## config.mk

```make
export PLATFORM = sky130hd
export DESIGN_NAME = divide
export DESIGN_NICKNAME = d
export VERILOG_FILES = /design/src/rtl/divide.sv
export SDC_FILE = /design/constraint.sdc
export NUM_CORES = 1
export LEC_CHECK = 0
export BUFFER_PORTS_ARGS = -buffer_cell sky130_fd_sc_hd__buf_2
export CORE_ASPECT_RATIO = 0.75
export CORE_MARGIN = 2
export CORE_UTILIZATION = 55
export DETAILED_ROUTE_END_ITERATION = 10
export PLACE_DENSITY = 0.79
export SYNTH_ARGS = -nofsm -noshare
export SYNTH_HDL_FRONTEND = slang
export SYNTH_SLANG_ARGS = --single-unit
```

## constraint.sdc

```tcl
create_clock -name clk -period 2.9 [get_ports clk]
set_clock_uncertainty 0.15 [all_clocks]
set_input_delay 0.87 -clock clk [delete_from_list [all_inputs] [get_ports clk]]
set_output_delay 0.87 -clock clk [all_outputs]
set_load 0.1 [all_outputs]
```

## src/rtl/divide.sv

```systemverilog
`default_nettype none
// ============================================================================
//  Module   : divide
//  Purpose  : Iterative radix-2 restoring divider. It divides a
//             MAC_MULT_WIDTH (2N) dividend by a MAC_MIN_WIDTH (N) divisor
//             and returns a 2N-bit quotient and an N-bit remainder. It
//             produces one quotient bit per cycle, MSB first. It holds one
//             operation at a time.
//  Ports    : clk, rst_n      - clock and synchronous active-low reset
//             in_valid/ready  - operand handshake (DIVIDEND, DIVISOR)
//             out_valid/ready - result handshake (QUOT, REM, DIV_BY_ZERO)
//  Options  : Defining MAC_DIV_SIGNED_EN makes the block treat its operands
//             as two's complement. The quotient truncates toward zero and
//             the remainder takes the sign of the dividend.
//  Revision : 1.0 - initial release
// ============================================================================
module divide #(
    parameter int MAC_MIN_WIDTH  = 8,
    parameter int MAC_MULT_WIDTH = 2 * MAC_MIN_WIDTH
) (
    input  logic                      clk,
    input  logic                      rst_n,
    input  logic                      in_valid,
    output logic                      in_ready,
    input  logic [MAC_MULT_WIDTH-1:0] DIVIDEND,
    input  logic [MAC_MIN_WIDTH-1:0]  DIVISOR,
    output logic                      out_valid,
    input  logic                      out_ready,
    output logic [MAC_MULT_WIDTH-1:0] QUOT,
    output logic [MAC_MIN_WIDTH-1:0]  REM,
    output logic                      DIV_BY_ZERO
);

    localparam int N  = MAC_MIN_WIDTH;
    localparam int M  = MAC_MULT_WIDTH;
    localparam int CW = $clog2(M) + 1;

    localparam logic [1:0] c_IDLE = 2'd0;
    localparam logic [1:0] c_CALC = 2'd1;
    localparam logic [1:0] c_DONE = 2'd2;

    logic [1:0]    r_state;
    logic [1:0]    w_next_state;

    logic [M-1:0]  r_acc;    // dividend shifts out MSB-first, quotient shifts in
    logic [N-1:0]  r_dvs;
    logic [N-1:0]  r_prem;   // partial remainder, always < divisor
    logic [CW-1:0] r_cnt;
    logic [M-1:0]  r_quot;
    logic [N-1:0]  r_rem;
    logic          r_dbz;

    logic          w_accept;
    logic          w_dvs_zero;
    logic          w_last;
    logic [M-1:0]  w_dvd_in;
    logic [N-1:0]  w_dvs_in;
    logic [N:0]    w_shift;
    logic          w_ge;
    logic [N-1:0]  w_prem_next;
    logic [M-1:0]  w_acc_next;
    logic [M-1:0]  w_quot_fin;
    logic [N-1:0]  w_rem_fin;

    assign w_accept   = in_valid && in_ready;
    assign w_dvs_zero = (DIVISOR == '0);
    assign w_last     = (r_cnt == CW'(M - 1));

    // One restoring step. The shifted remainder is below 2*divisor, so it
    // fits N+1 bits. The kept result is below the divisor, so it fits N bits.
    assign w_shift     = {r_prem, r_acc[M-1]};
    assign w_ge        = (w_shift >= {1'b0, r_dvs});
    assign w_prem_next = w_ge ? N'(w_shift - {1'b0, r_dvs}) : w_shift[N-1:0];
    assign w_acc_next  = {r_acc[M-2:0], w_ge};

`ifdef MAC_DIV_SIGNED_EN
    logic r_qneg;
    logic r_rneg;

    // The core runs on magnitudes. The most negative value keeps its
    // bit pattern, which is its correct unsigned magnitude.
    assign w_dvd_in   = DIVIDEND[M-1] ? -DIVIDEND : DIVIDEND;
    assign w_dvs_in   = DIVISOR[N-1]  ? -DIVISOR  : DIVISOR;
    assign w_quot_fin = r_qneg ? -w_acc_next  : w_acc_next;
    assign w_rem_fin  = r_rneg ? -w_prem_next : w_prem_next;

    always_ff @(posedge clk) begin
        if (!rst_n) begin
            r_qneg <= 1'b0;
            r_rneg <= 1'b0;
        end else if (w_accept) begin
            r_qneg <= DIVIDEND[M-1] ^ DIVISOR[N-1];
            r_rneg <= DIVIDEND[M-1];
        end
    end
`else
    assign w_dvd_in   = DIVIDEND;
    assign w_dvs_in   = DIVISOR;
    assign w_quot_fin = w_acc_next;
    assign w_rem_fin  = w_prem_next;
`endif

    // State register
    always_ff @(posedge clk) begin
        if (!rst_n) begin
            r_state <= c_IDLE;
        end else begin
            r_state <= w_next_state;
        end
    end

    // Next-state logic
    always_comb begin
        w_next_state = r_state;
        case (r_state)
            c_IDLE:  if (w_accept)  w_next_state = w_dvs_zero ? c_DONE : c_CALC;
            c_CALC:  if (w_last)    w_next_state = c_DONE;
            c_DONE:  if (out_ready) w_next_state = c_IDLE;
            default: w_next_state = c_IDLE;
        endcase
    end

    // Handshake outputs
    always_comb begin
        in_ready  = (r_state == c_IDLE);
        out_valid = (r_state == c_DONE);
    end

    // Datapath
    always_ff @(posedge clk) begin
        if (!rst_n) begin
            r_acc  <= '0;
            r_dvs  <= '0;
            r_prem <= '0;
            r_cnt  <= '0;
            r_quot <= '0;
            r_rem  <= '0;
            r_dbz  <= 1'b0;
        end else begin
            case (r_state)
                c_IDLE: begin
                    if (w_accept) begin
                        r_acc  <= w_dvd_in;
                        r_dvs  <= w_dvs_in;
                        r_prem <= '0;
                        r_cnt  <= '0;
                        if (w_dvs_zero) begin
                            // Raw low dividend bits, independent of signed mode
                            r_quot <= '1;
                            r_rem  <= DIVIDEND[N-1:0];
                            r_dbz  <= 1'b1;
                        end else begin
                            r_dbz  <= 1'b0;
                        end
                    end
                end
                c_CALC: begin
                    r_acc  <= w_acc_next;
                    r_prem <= w_prem_next;
                    r_cnt  <= r_cnt + CW'(1);
                    if (w_last) begin
                        r_quot <= w_quot_fin;
                        r_rem  <= w_rem_fin;
                        r_dbz  <= 1'b0;
                    end
                end
                default: ;
            endcase
        end
    end

    assign QUOT        = r_quot;
    assign REM         = r_rem;
    assign DIV_BY_ZERO = r_dbz;

endmodule
`default_nettype wire

```

; Word level (Yosys, flattened, before mapping)
; Cells that the tools add are included.
; Widths: inputs -> output; s select.
[totals]
memories = 0
latch_bits = 0
inputBits = 28
mem_bits_ro = 0
wordCells = 51
out_inout_bits = 27
register_bits = 64
ramBits = 0
[op_classes]
bitwise = 0
order_cmp = 1
multipliers = 0
reduce_logical = 9
n_eq_ne = 7
n_mux = 24
n_div = 0
shift = 0
n_addsub = 2
[op_table]
columns = op, count
row1 = $mux 16, 4
row2 = $pmux 16 s2, 2
row3 = $mux 8, 5
row4 = $pmux 8 s2, 2
row5 = $pmux 5 s2, 1
row6 = $ge 9x8->1, 1
row7 = $logic_not 8->1, 1
row8 = $mux 2, 4
row9 = $sub 8x8->8, 1
row10 = $ne 2x1->1 const B, 3
row11 = $pmux 2 s3, 1
row12 = $reduce_and 3->1, 2
row13 = $add 5x1->5 const B, 1
row14 = $eq 5x4->1 const B, 1
row15 = $mux 5, 1
row16 = $reduce_and 2->1, 2
row17 = $reduce_and 4->1, 1
row18 = $mux 1, 3
row19 = $eq 2x1->1 const B, 1
row20 = $eq 2x2->1 const B, 1
row21 = $logic_not 2->1, 1
row22 = $ne 2x2->1 const B, 1
row23 = $pmux 1 s2, 1
row24 = $reduce_bool 2->1, 1
row25 = $logic_and 1x1->1, 1

; Depth between registers and ports, before layout
; Gate-level depths: netlist of run 1.
[logic_depth]
ltp_word = 4
mapped_depth = 10
depth_no_buf = 10

; Least setup slack after synthesis of run 1
; Ideal clock, no wire load.
[synth_timing]
path_type = reg2reg
startpoint = reg r_state[1]
endpoint = reg r_rem[7], in the netlist REM[7]
period_less_slack_ns = 2.858
arrival_time_ns = 2.564
required_time_ns = 2.607
path_buffers = 1
path_slack_ns = 0.042
setup_time_ns = 0.143
stages_incl_launch_ff = 8
cell_sequence = dfxtp_1 nor2_1 and2_0 clkbuf_4 a22oi_2 or3_1 o211ai_1 a41oi_1
[synth_via]
elab_chain_cells = 4
elab_cells_between_ends = 9
classes_between = 4 x eq/ne / 1 x mux / 4 x reduce/logical
[synth_rtl]
columns = element, line
row1 = from (decl), 42  ; logic [1:0] r_state;
row2 = from (signal assigned), 106  ; r_state <= c_IDLE;
row3 = from (signal assigned), 108  ; r_state <= w_next_state;
row4 = $logic_not 2->1 *, 125  ; in_ready = (r_state == c_IDLE);
row5 = via in_ready, 24  ; output logic in_ready,
row6 = $logic_and 1x1->1, 65  ; assign w_accept = in_valid && in_ready;
row7 = $ne 2x1->1 (no source line), n/a
row8 = $reduce_and 4->1 (no source line), n/a
row9 = to (signal assigned), 150  ; r_rem <= DIVIDEND[N-1:0];
row10 = to (signal assigned), 163  ; r_rem <= w_rem_fin;
row11 = to (decl), 50  ; logic [N-1:0] r_rem;
; Mark *: on every way through the listed nets, which the timed path passes. The rest lies on a longest branch.
; A chain may end at the register's enable or synchronous reset.

; Worst setup path after layout of run 1
[layout_timing]
startpoint = in DIVISOR[7]
endpoint = reg r_quot[8], in the netlist QUOT[8]
[layout_via]
elab_chain_cells = 3
[layout_rtl]
columns = element, line
row1 = from (decl), 26  ; input logic [MAC_MIN_WIDTH-1:0] DIVISOR,
row2 = $logic_not 8->1, 66  ; assign w_dvs_zero = (DIVISOR == '0);
row3 = $ne 2x1->1 (no source line), n/a
row4 = $reduce_and 4->1 (no source line), n/a
row5 = to (signal assigned), 162  ; r_quot <= w_quot_fin;
row6 = to (decl), 49  ; logic [M-1:0] r_quot;
; No other way between the ends.

==> results of run 1 <==
## cells in the mapped netlist, types with 2 or more instances
library cell / count
sky130_fd_sc_hd__dfxtp_1: 64
sky130_fd_sc_hd__nand2_1: 55
sky130_fd_sc_hd__nor2_1: 38
sky130_fd_sc_hd__nor3_1: 33
sky130_fd_sc_hd__a21oi_1: 30
sky130_fd_sc_hd__clkbuf_1: 19
sky130_fd_sc_hd__o21ai_0: 16
sky130_fd_sc_hd__a31oi_1: 12
sky130_fd_sc_hd__ha_1: 10
sky130_fd_sc_hd__inv_1: 10
sky130_fd_sc_hd__nand3_1: 9
sky130_fd_sc_hd__o211ai_1: 5
sky130_fd_sc_hd__a311oi_1: 4
sky130_fd_sc_hd__nand2b_1: 4
sky130_fd_sc_hd__o21a_1: 4
sky130_fd_sc_hd__o21ai_1: 4
sky130_fd_sc_hd__o221ai_1: 4
sky130_fd_sc_hd__xnor2_1: 4
sky130_fd_sc_hd__a21o_1: 3
sky130_fd_sc_hd__buf_2: 3
sky130_fd_sc_hd__or4_1: 3
sky130_fd_sc_hd__a211oi_1: 2
sky130_fd_sc_hd__a21o_2: 2
sky130_fd_sc_hd__mux2i_1: 2
sky130_fd_sc_hd__nand4_1: 2
## cell usage in the layout, fill, tap and decap left out, types with 5 or more instances in the layout
cell type and n:
sky130_fd_sc_hd__nor2_1 38, sky130_fd_sc_hd__inv_1 10, sky130_fd_sc_hd__a31oi_1 12, sky130_fd_sc_hd__buf_4 12
sky130_fd_sc_hd__clkbuf_8 9, sky130_fd_sc_hd__buf_2 54, sky130_fd_sc_hd__o21ai_0 16, sky130_fd_sc_hd__o211ai_1 5
sky130_fd_sc_hd__a21oi_1 30, sky130_fd_sc_hd__ha_1 10, sky130_fd_sc_hd__nand3_1 9, sky130_fd_sc_hd__dfxtp_1 64
sky130_fd_sc_hd__nand2_1 55, sky130_fd_sc_hd__nor3_1 33
## stage by stage
step | setup WS (ns) | cells
6_report | 0.404 | 509
4_1_cts | 0.427 | 509
3_5_place_dp | 0.0978 | 493
2_1_floorplan | 0.0424 | 379
5_1_grt | 0.282 | 509
3_3_place_gp | 0.177 | 493
## path summary, 6_finish.rpt
check	endpoint	slack [ns]	depth (start not counted)
setup / recovery	QUOT[8]$_SDFFE_PN0P_	0.40	7
hold / removal	r_dvs[6]$_SDFFE_PN0P_	0.31	2
setup reg to reg	REM[5]$_SDFFE_PN0P_	0.46	8
hold reg to reg	r_dvs[6]$_SDFFE_PN0P_	0.31	2
## final cells by class
type	instances	area [sq um]	area share, %
Clock buffer	11	131	3.64
Clock inverter	5	81.3	2.26
Inverter	11	41.3	1.15
Multi-Input combinational cell	277	1620	44.8
Sequential cell	64	1280	35.5
Tap cell	75	93.8	2.60
Timing Repair Buffer	66	360	10.0
## power groups by stage
stage,clock network (mW),logic [mW],registers [mW]
after floorplan,0,0.399,0.973
after global placement,0,0.498,0.977
after detailed placement,0,0.509,0.979
after CTS,0.850,0.512,0.960
after global routing,0.892,0.570,0.967
final,0.833,0.516,0.961
## logic make-up after synthesis
kind of cell,synth area share [%]
DFF,41.7
AOI/OAI and AO/OA,22.2
muxes,1.02
and+or+nand+nor,23.1
buffers and inverters,5.82
xor gates and xnor gates,1.43
adders and majority gates,4.72
## registers in the layout (all words and copies together), names as in the netlist
name	count
QUOT	16
r_acc	16
REM	8
r_dvs	8
r_prem	8
r_cnt	5
r_state	2
DIV_BY_ZERO	1
## worst min-delay path, delay by kind of cell, from the launching register on
family / cells / cell delay [ns]
flip-flops: 1 / 0.31
AND/OR/NAND/NOR: 1 / 0.05
AO/OA/AOI/OAI: 1 / 0.05
## per-layer routing
layer  wire (microns)  vias up  part of all wire (%)  global-route usage, %
li1                 -     1441                     -                      -
met1             3630     1301                    48                   33.5
met2             3310       92                    44                   39.1
met3              458       11                   6.1                   8.37
met4              110        0                   1.5                   8.08
met5                0        -                     0                      0
==> run summary, run 1 <==
The total iterations of the first detailed-routing run came out at 5. The standard cell area after detailed placement is 3390 sq um. Setup violations remaining at the end of the flow were counted as 0. The cell row count came out at 23.

The clock network accounts for 36.0% of the total power. The CTS clock-pin slew for the worst setup and hold paths is about 0.070 ns. Across the run, the number of max-cap violations was 0. The most critical setup path has its startpoint at DIVISOR[7]. The first-pass GRT wire length came out at ~12,000 microns. The max-slew violation count is 0. Setup repair after global routing left no endpoint under its margin.

The cell sitting at the root of the clock tree is a sky130_fd_sc_hd__clkbuf_8. The total wire length came out at approximately 7500 microns. The half-perimeter wire length of the detailed placement result is roughly 5400 microns. The proportion of netlist area held by the largest area contributor is between 40% and 50%. The synthesized area per cell came out at 8.11 sq um. In the post-synthesis netlist, the biggest area contributors are sky130_fd_sc_hd__dfxtp_1, sky130_fd_sc_hd__nand2_1, sky130_fd_sc_hd__nor3_1. The power per cell area is 641 nW/um^2.

The number of hold buffers added after CTS was 0. The number of antenna diodes in the final layout is 0. Synthesis produced a netlist with a net count of ~420. The number of buffers and inverters on the critical path is 2.

The count of nets left with antenna violations once routing finished came out at 0. The critical hold path startpoint is r_dvs[6]$_SDFFE_PN0P_. The worst setup path is launched from a primary input. For the pin with the worst max-slew slack, the measured transition is 0.599 ns. The total clock buffers created by CTS came out at 9. STA classifies the critical path endpoint as a register. The number of vias in the routed layout is approximately 2,800. The total I/O pin count is 55. The number of global-route vias before repair came out at 2,540.

The filler cell count in the final layout is 472. The signal on the critical path passes through buf_2, or4_1, nor2_8, a22o_2, buf_4, nor2_1, nor3_1. The cell area that synthesis handed to floorplanning was roughly 3100 sq um. The area of all placed cells without fillers came out at approximately 3600 sq um. The async set-or-reset flop fraction in the synthesized netlist is 0%. The later pin in the worst-skew pair is clocked with a latency of approximately 0.34 ns.

The tightest min-delay check is of the reg -> reg type. Data arrives at the worst endpoint at around 2.6 ns. The combinational share of power is roughly 22%.

The final global-route overflow total is 0. The H-tree depth reported by CTS is 3. The start-to-end type of the worst setup path is in -> reg. The total number of clock tree sinks came out at between 60 and 70. The maximum vdd drop came out at between 0.3 and 0.4 mV. The sequential share of power is 41.6%. Net switching is 30.0% of the power. Measured against its own limit, the worst slew margin works out to roughly 60%. Grouping stages by cell kind, the critical path spends the most delay in simple AND/OR/NAND/NOR gates. The final core utilization is 67.3%. The yosys synthesis warning count is 0. The initial core utilization came out at 57.4%. In the final routed layout, each cell accounts on average for around 15 microns. The final critical path time including I/O delays and setup is around 2.5 ns. The largest net degree at the start of global routing is between 40 and 50. The setup TNS after final layout is 0 ns. The number of instances in the synthesized netlist came out at between 300 and 400. The design internal power is approximately 1.6 mW. The number of synthesized flops with an enable pin is 0. The part of the cycle the worst path needs came out at 86.1%. After layout, the design draws a total of about 2.3 mW. The number of buffers added for setup after CTS is 0. The number of remaining DRC errors is 0.

The overall global routing resource usage is roughly a quarter. The number of antenna violations at the first check in global routing came to 0. In this run the power spent charging and discharging nets is 0.694 mW. The required time reported for the critical path endpoint came out at about 3 ns. The largest driver fanout on the critical path is 13. The biggest area contributor in the post-synthesis netlist is sky130_fd_sc_hd__dfxtp_1. The weighted congestion reported at the end of routability-driven placement came out at roughly 0.90.

In this run the tool buffered the top-level ports with between 50 and 60 buffer cells. The total of flip-flops plus latches after synthesis is 64. The largest individual stage delay along the critical path comes from the cell sky130_fd_sc_hd__or4_1.

The maximum operating frequency came out at 401 MHz. The post-detailed-route via-to-cell ratio came out at about 5.6. The number of buffers on the longest clock path came out at 2. The core region is between 5000 and 6000 sq um. The DRC marker count from the first detailed-route iteration came out at 170. The total count of hold-check failures in the final report is 0.

The tightest hold path in the finished design has a slack of 0.310 ns. TritonCTS built the clock tree. The worst register-to-register path begins at r_dvs[2]$_SDFFE_PN0P_. Of the cells placed in the final design, the portion with a size suffix greater than 1 is 22.4%. The floorplan step set the die height to 68.7 microns. In this run, post-CTS repair resized a total of 0 instances.

The area of the die is ~6200 sq um. The unique cell type count in the Yosys netlist is 62. The post-layout net count is 468. The analysis attributes to cell leakage a power of 1.48 nW. Sequential cells were found to cover between 40% and 50% of the synthesized design area. The highest cell delay on the worst timing path is around 0.65 ns. The die is 90.3 microns wide. The leading register cell type out of synthesis is sky130_fd_sc_hd__dfxtp_1. The flow ran to the end, and the final reports show no timing, DRC or antenna violations. The relative area change from synthesis to final layout came out at 17.3%.
(Power assumes the default switching activity.)
==> run 2, diff against run 1 <==
CORE_ASPECT_RATIO = 1.5   (was 0.75)
==> run summary, run 2 (same netlist as run 1, synthesis figures left out) <==
The filler cell count in the final layout is 481 (+1.9%). The post-detailed-route via-to-cell ratio is 5.75 (+2.8%). The count of antenna diodes in the layout is 0 (unchanged). The maximum vdd drop came out at 0.531 mV (+46%). The largest net degree at the start of global routing came to 45 (+2.3%). The total count of hold-check failures in the final report came out at 0 (unchanged). The number of cells in the finished layout apart from fillers came to 503 (-1.2%). Setup repair after global routing left no endpoint under its margin. The worst endpoint data arrival time is 2.48 ns (-0.11 ns).

The total iterations of the first detailed-routing run came to 4 (-1). TritonCTS built the clock tree. The maximum operating frequency is 418 MHz (+4.3%). The final-report setup violation count is 0 (unchanged). The instance count after placement with tap cells included is 487 (-1.2%).

The DRC marker count from the first detailed-route iteration was 239 (+41%). The final critical path time including I/O delays and setup came out at 2.39 ns (-0.103 ns). The die height is 95.5 microns (+39%).

The routed wire length on met2 is 3610 microns (+9.1%). The worst setup path is captured at a register. In this run the top signal layer used is met4. The cts-stage hold buffer count is 0 (unchanged). The number of buffers added on ports is 54 (unchanged). The fraction of layout instances using a drive strength above 1 is 22.6% (+0.28 points).

The run finished with clean final reports. The relative slew slack is 61.8% (+2.2 points). The number of buffers on the longest clock path is 2 (unchanged). The initial core utilization came out at 56.4% (-1.0 points). The weighted congestion reported at the end of routability-driven placement was 0.838 (-6.6%). STA classifies the critical path startpoint as a register. The core area came out at 5450 sq um (+1.8%). The post-layout net count is 467 (-0.21%).

The part of the cycle the worst path needs is 82.5% (-3.6 points). The total I/O pin count is 55 (unchanged). The H-tree depth reported by CTS is 3 (unchanged). The number of antenna violations at the first check in global routing is 0 (unchanged). The routed length per instance is 14.5 microns (-1.6%). The first-pass GRT wire length came out at 12,000 microns (unchanged). The max-slew violation count came out at 0 (unchanged). The number of remaining DRC errors was 0 (unchanged). CTS placed an instance of sky130_fd_sc_hd__clkbuf_8 at the clock tree root.

The power per cell area is 675 nW/um^2 (+5.3%). The met1 layer wirelength in the final routing came out at 3020 microns (-17%). The total wire length came out at 7300 microns (-2.7%).

The final global-route overflow total is 0 (unchanged). The largest driver fanout on the critical path is 3 (-10). The latest clock arrival within the worst-skew pair is 0.35 ns (about the same). The setup TNS after final layout is 0 ns (unchanged). The relative area change from synthesis to final layout came out at 18.2%. The wire length on met3 came out at 430 microns (-6.1%). The number of vias in the routed layout is 2,891 (+1.6%). The horizontal extent of the die is 65.0 microns (-28%).

The post-cts sizing count was 0 (unchanged). The cell row count came out at 33 (+43%). The area of the die came out at 6210 sq um (about the same). The number of buffers added for setup after CTS is 0 (unchanged). The total clock buffers created by CTS is 9 (unchanged). The number of global-route vias before repair is 2,667 (+5.0%). The count of antenna-violating nets left after detailed routing came to 0 (unchanged). The overall global routing resource usage is 25.1% (+0.038 points).

The total of max-cap violations came out at 0 (unchanged). The CTS clock-pin slew for the worst setup and hold paths is 0.07 ns (about the same). The count of cells along the worst register-to-register path is 10 (+2). The number of instances on the worst hold path came out at 2 (unchanged).

The actual transition at the worst max-transition pin is 0.565 ns (-0.0332 ns). The total number of clock tree sinks is 64 (unchanged). The required time reported for the critical path endpoint is 2.99 ns (about the same). The path class of the tightest hold or removal check is reg -> reg. The leakage power is 1.49 nW (+1.0%). Leaving out fill and tap cells, the most frequent cells in the layout are sky130_fd_sc_hd__dfxtp_1, sky130_fd_sc_hd__nand2_1, sky130_fd_sc_hd__buf_2, sky130_fd_sc_hd__nor2_1, sky130_fd_sc_hd__nor3_1. The most frequent standard cell in the layout excluding fill and tap cells is sky130_fd_sc_hd__dfxtp_1.

The half-perimeter wire length of the detailed placement result is 5110 microns (-5.1%). The worst setup path is of the reg -> reg kind.
-- run 2: changes by cell type in the layout (fill, tap and decap cells not counted), sizes merged --
cell	previous run	this run
clkinv	3	2
buf	66	65
clkbuf	11	10
inv	10	11
bufinv	2	3
-- run 2: path summary, 6_finish.rpt --
kind	slack, ns	start	end
max	0.51	r_acc[15]$_SDFFE_PN0P_	REM[6]$_SDFFE_PN0P_
min	0.30	r_dvs[5]$_SDFFE_PN0P_	r_dvs[5]$_SDFFE_PN0P_
max reg2reg	0.51	r_acc[15]$_SDFFE_PN0P_	REM[6]$_SDFFE_PN0P_
min reg2reg	0.30	r_dvs[5]$_SDFFE_PN0P_	r_dvs[5]$_SDFFE_PN0P_
-- run 2: critical path, cell delays in order (launching register included) --
cell	delay (ns)
sky130_fd_sc_hd__dfxtp_1	0.33
sky130_fd_sc_hd__inv_1	0.06
sky130_fd_sc_hd__ha_1	0.16
sky130_fd_sc_hd__inv_1	0.05
sky130_fd_sc_hd__fa_1	0.42
sky130_fd_sc_hd__a211oi_1	0.29
sky130_fd_sc_hd__o21bai_1	0.15
sky130_fd_sc_hd__a21oi_1	0.23
sky130_fd_sc_hd__xnor2_1	0.10
sky130_fd_sc_hd__a21oi_1	0.23
sky130_fd_sc_hd__o21ai_1	0.10
-- run 2: layout make-up --
cell class              instances  area [sq um]  share of cell area (%)
inverters                      11          41.3                    1.14
clock buffers                  10           138                    3.79
well taps                      70          87.6                    2.41
repair buffers                 65           353                    9.72
multi-input cells             277          1620                    44.5
clock inverters                 6           115                    3.17
flip-flops and latches         64          1280                    35.3
-- run 2: per-stage QoR --
step	hold WS [ns]	total power, mW	area [sq um]	util (%)	setup slack (ns)
6_report	0.304	2.45	3630	66.6	0.508
2_1_floorplan	0.286	1.37	3070	-	0.0424
5_1_grt	0.325	2.56	3630	66.6	0.387
3_5_place_dp	0.298	1.50	3380	62.0	0.191
3_3_place_gp	0.293	1.48	3380	62.0	0.233
4_1_cts	0.308	2.46	3630	66.6	0.513
-- run 2: power by group --
group          internal (mW)  switching [mW]  leakage, nW
clock                  0.598           0.366        0.123
combinational          0.206           0.319        0.846
sequential             0.924          0.0377        0.522
total                   1.73           0.723         1.49
-- run 2: metal layers --
layer,track usage (%),vias to the layer above
met4,14.8,0
li1,-,1443
met3,4.60,21
met2,43.5,112
met1,28.8,1315
met5,0,-
==> run 3, diff against run 2 <==
ABC_AREA = 1   (was default)
CORE_UTILIZATION = 51   (was 55)
PLACE_DENSITY = 0.76   (was 0.79)
clock period = 2.2 ns   (was 2.9 ns; I/O delays follow)
==> run summary, run 3 <==
The total iterations of the first detailed-routing run is 5 (+1). In the post-synthesis netlist, the biggest area contributors are sky130_fd_sc_hd__dfxtp_1, sky130_fd_sc_hd__inv_1, sky130_fd_sc_hd__nand2_1. The number of instances in the synthesized netlist came out at 477 (+26%). The part of the cycle the worst path needs came out at about 96%.

The cts-stage hold buffer count is 0 (unchanged). The critical hold path startpoint is QUOT[8]$_SDFFE_PN0P_. The unique cell type count in the Yosys netlist was 36 (-42%).

The highest cell delay on the worst timing path is 0.48 ns (+0.06 ns). The total clock buffers created by CTS came out at 9 (unchanged). The first-pass GRT wire length is 13,300 microns (+11%). The nature of the critical path endpoint is a primary output. The startpoint type of the worst setup path is a register. The total of max-cap violations came out at 0 (unchanged). The flow ran to the end, and the final reports show no timing, DRC or antenna violations. The largest net degree at the start of global routing was 38 (-16%).

The total I/O pin count is 55 (unchanged). The horizontal extent of the die came to 69.9 microns (+7.5%). The master cell of the clock root buffer is sky130_fd_sc_hd__clkbuf_8. The number of instances on the worst hold path came out at 2 (unchanged). The instance count after placement with tap cells included is 597 (+23%).

The proportion of netlist area held by the largest area contributor was 38.6% (-3.1 points). By instance count, the leading cell after synthesis is sky130_fd_sc_hd__inv_1. TritonCTS built the clock tree. The number of global-route vias before repair is 2,991 (+12%). The largest driver fanout on the critical path is 6 (+3).

The number of cells in the finished layout apart from fillers came to 615 (+22%). The final global-route overflow total is 0 (unchanged). The count of cells along the worst register-to-register path came to 11 (+1). The relative area change from synthesis to final layout came out at 19.4%.

The worst hold path terminates at QUOT[8]$_SDFFE_PN0P_. The number of buffers on the longest clock path is 2 (unchanged). The total count of hold-check failures in the final report came out at 0 (unchanged). Broken down by cell family, the worst path's largest delay share belongs to flip-flops. The critical path goes through inv_2, nand2_2, inv_1, buf_4. The weighted congestion reported at the end of routability-driven placement was 0.936 (+12%).

The count of antenna-violating nets left after detailed routing came out at 0 (unchanged). The relative slew slack is 54.3% (-7.5 points). The final critical path time including I/O delays and setup is roughly 2.1 ns. The startpoint identified for the worst register-to-register timing path is r_prem[1]$_SDFFE_PN0P_. The latest clock arrival within the worst-skew pair is 0.34 ns (about the same). The multi-input gate area in the final layout came out at 1620 sq um (unchanged). The storage element area is 1280 sq um (+0.20%). The cell row count came to 36 (+9.1%). The setup TNS after final layout was 0 ns (unchanged). The max-slew violation count came out at 0 (unchanged).

The number of vias in the routed layout came out at 3,232 (+12%). The H-tree depth reported by CTS is 3 (unchanged). In the layout the commonest cells are sky130_fd_sc_hd__inv_1, sky130_fd_sc_hd__nand2_1, sky130_fd_sc_hd__dfxtp_1, sky130_fd_sc_hd__buf_2, sky130_fd_sc_hd__a21oi_1.

The half-perimeter wire length of the detailed placement result was 5800 microns (+14%). After synthesis, the most frequently instantiated cells are sky130_fd_sc_hd__inv_1, sky130_fd_sc_hd__nand2_1, sky130_fd_sc_hd__dfxtp_1. The synthesized netlist net count is 516 (+23%). The maximum operating frequency came out at 474 MHz.

The post-detailed-route via-to-cell ratio is 5.26 (-8.6%). The register-to-register path setup slack is 0.17 ns (-0.34 ns). The async set-or-reset flop fraction in the synthesized netlist came to 0% (unchanged). The total wire length is 8260 microns (+13%).

The worst endpoint data arrival time is 1.30 ns (-1.18 ns). The number of buffers added on ports came out at 54 (unchanged). The yosys synthesis warning count is 0 (unchanged).

The portion of the post-synthesis area used by sequential elements came to 38.6% (-3.1 points). The worst hold path belongs to the class reg -> reg. The number of synthesized flops with an enable pin came out at 0 (unchanged). The fraction of layout instances using a drive strength above 1 came out at 20.2% (-2.4 points). The actual transition at the worst max-transition pin came out at 0.683 ns (+0.117 ns). The DRC marker count from the first detailed-route iteration is 158 (-34%). In this run the critical register-to-register path is captured at REM[3]$_SDFFE_PN0P_.

The cell with the largest stage delay on the worst path is sky130_fd_sc_hd__dfxtp_2. The number of antenna violations at the first check in global routing is 0 (unchanged). The initial core utilization came out at 51.9% (-4.5 points). The core area is 6400 sq um (+17%).

The number of buffers and inverters on the critical path came out at 3 (+1). The area of the die came out at 7190 sq um (+16%). The netlist area before placement is 3320 sq um (+8.1%).

The number of remaining DRC errors came out at 0 (unchanged). The most frequent standard cell in the layout excluding fill and tap cells is sky130_fd_sc_hd__inv_1. The die height came out at 103 microns (+7.6%). The total of flip-flops plus latches after synthesis is 64 (unchanged). The post-layout net count came to 573 (+23%). The CTS clock-pin slew for the worst setup and hold paths is 0.06 ns (about the same). The total number of clock tree sinks is 64 (unchanged). The final-report setup violation count is 0 (unchanged). The count of antenna diodes in the layout is 0 (unchanged). The required time reported for the critical path endpoint is 1.39 ns (-1.60 ns). The routed length per instance came out at 13.4 microns (-7.5%). The filler cell count in the final layout is 612 (+27%). The cell taking the most area after synthesis is sky130_fd_sc_hd__dfxtp_1. The synthesized area per cell is 6.96 sq um (-14%). The critical path in this run is classified as reg -> out.

For this run, the leading register cell type out of synthesis is sky130_fd_sc_hd__dfxtp_1. The overall global routing resource usage is 23.3% (-1.8 points).
run 3: changes by cell type after synthesis, moves of 7 or more:
cell / before / now
sky130_fd_sc_hd__inv_1: 10 / 90
sky130_fd_sc_hd__nand2_1: 55 / 88
sky130_fd_sc_hd__nor3_1: 33 / 1
sky130_fd_sc_hd__nand3_1: 9 / 33
sky130_fd_sc_hd__a21oi_1: 30 / 50
sky130_fd_sc_hd__clkbuf_1: 19 / 7
sky130_fd_sc_hd__nand4_1: 2 / 14
sky130_fd_sc_hd__nor2_1: 38 / 27
sky130_fd_sc_hd__a31oi_1: 12 / 3
sky130_fd_sc_hd__o21ai_1: 4 / 11
sky130_fd_sc_hd__or2_2: 0 / 7
run 3: worst max-delay path by stage:
| stage | startpoint | end | cells past startpoint |
|---|---|---|---|
| finish | r_state[0]$_SDFFE_PN0P_ | in_ready | 4 |
| global route | r_prem[1]$_SDFFE_PN0P_ | REM[3]$_SDFFE_PN0P_ | 11 |
| floorplan | r_state[1]$_SDFFE_PN0P_ | out_valid | 2 |
| CTS | r_state[1]$_SDFFE_PN0P_ | out_valid | 3 |
| global placement | DIVISOR[5] | QUOT[0]$_SDFFE_PN0P_ | 9 |
| detailed placement | DIVISOR[5] | QUOT[0]$_SDFFE_PN0P_ | 9 |
run 3: metrics by stage:
step	hold WS [ns]	instance area, sq um	worst slack [ns]	util, %
5_1_grt	0.315	3970	-0.00501	62.0
3_5_place_dp	0.282	3680	0.0583	57.6
2_1_floorplan	0.291	3320	0.170	-
4_1_cts	0.293	3920	0.0216	61.2
3_3_place_gp	0.279	3680	0.0780	57.6
6_report	0.289	3970	0.0903	62.0
run 3: cell type report:
class / count / share of cell area [%]
clock buffers: 14 / 4.35
inverters: 94 / 8.90
multi-input cells: 298 / 40.7
repair buffers: 67 / 9.72
clock inverters: 2 / 1.51
flip-flops and latches: 64 / 32.4
well taps: 76 / 2.40
run 3: kinds of logic after synthesis:
logic type / Yosys count / synth area share (%)
adders and majority gates: 11 / 4.37
AOI/OAI and AO/OA: 101 / 17.2
and+or+nand+nor: 181 / 24.7
buffers and inverters: 117 / 14.4
DFF: 64 / 38.6
xor gates and xnor gates: 3 / 0.791
run 3: layer usage:
metal	part of all wire (%)	global-route usage, %	vias to the layer above	routed length, microns
li1	-	-	1653	-
met5	0	0	-	0
met1	39	24.9	1462	3180
met4	5.5	14.2	0	457
met2	52	41.5	86	4260
met3	4.3	5.87	31	357
run 3: repair_timing:
item / 4_1_cts / 5_1_grt
setup buffers: 0 / 0
endpoints found under the setup margin: 1 / 31
resized for setup: 1 / 10
gates cloned: 0 / 2
pin swaps: 0 / 1
run 3: worst register-to-register path, cell delays in order (launching register included):
cell and delay [ns]:
sky130_fd_sc_hd__dfxtp_1 0.36, sky130_fd_sc_hd__ha_2 0.41, sky130_fd_sc_hd__nand2_1 0.09, sky130_fd_sc_hd__nor2_2 0.21, sky130_fd_sc_hd__nand2_1 0.07, sky130_fd_sc_hd__nor2_1 0.09, sky130_fd_sc_hd__nor2_1 0.05, sky130_fd_sc_hd__buf_4 0.16
sky130_fd_sc_hd__nand4_1 0.11, sky130_fd_sc_hd__nand3_1 0.13, sky130_fd_sc_hd__nand2_1 0.08, sky130_fd_sc_hd__inv_1 0.03
Power of run 3 is left out: the tool's default activity adds up to more than one toggle a clock period on the data nets, which glitch-free logic cannot reach.
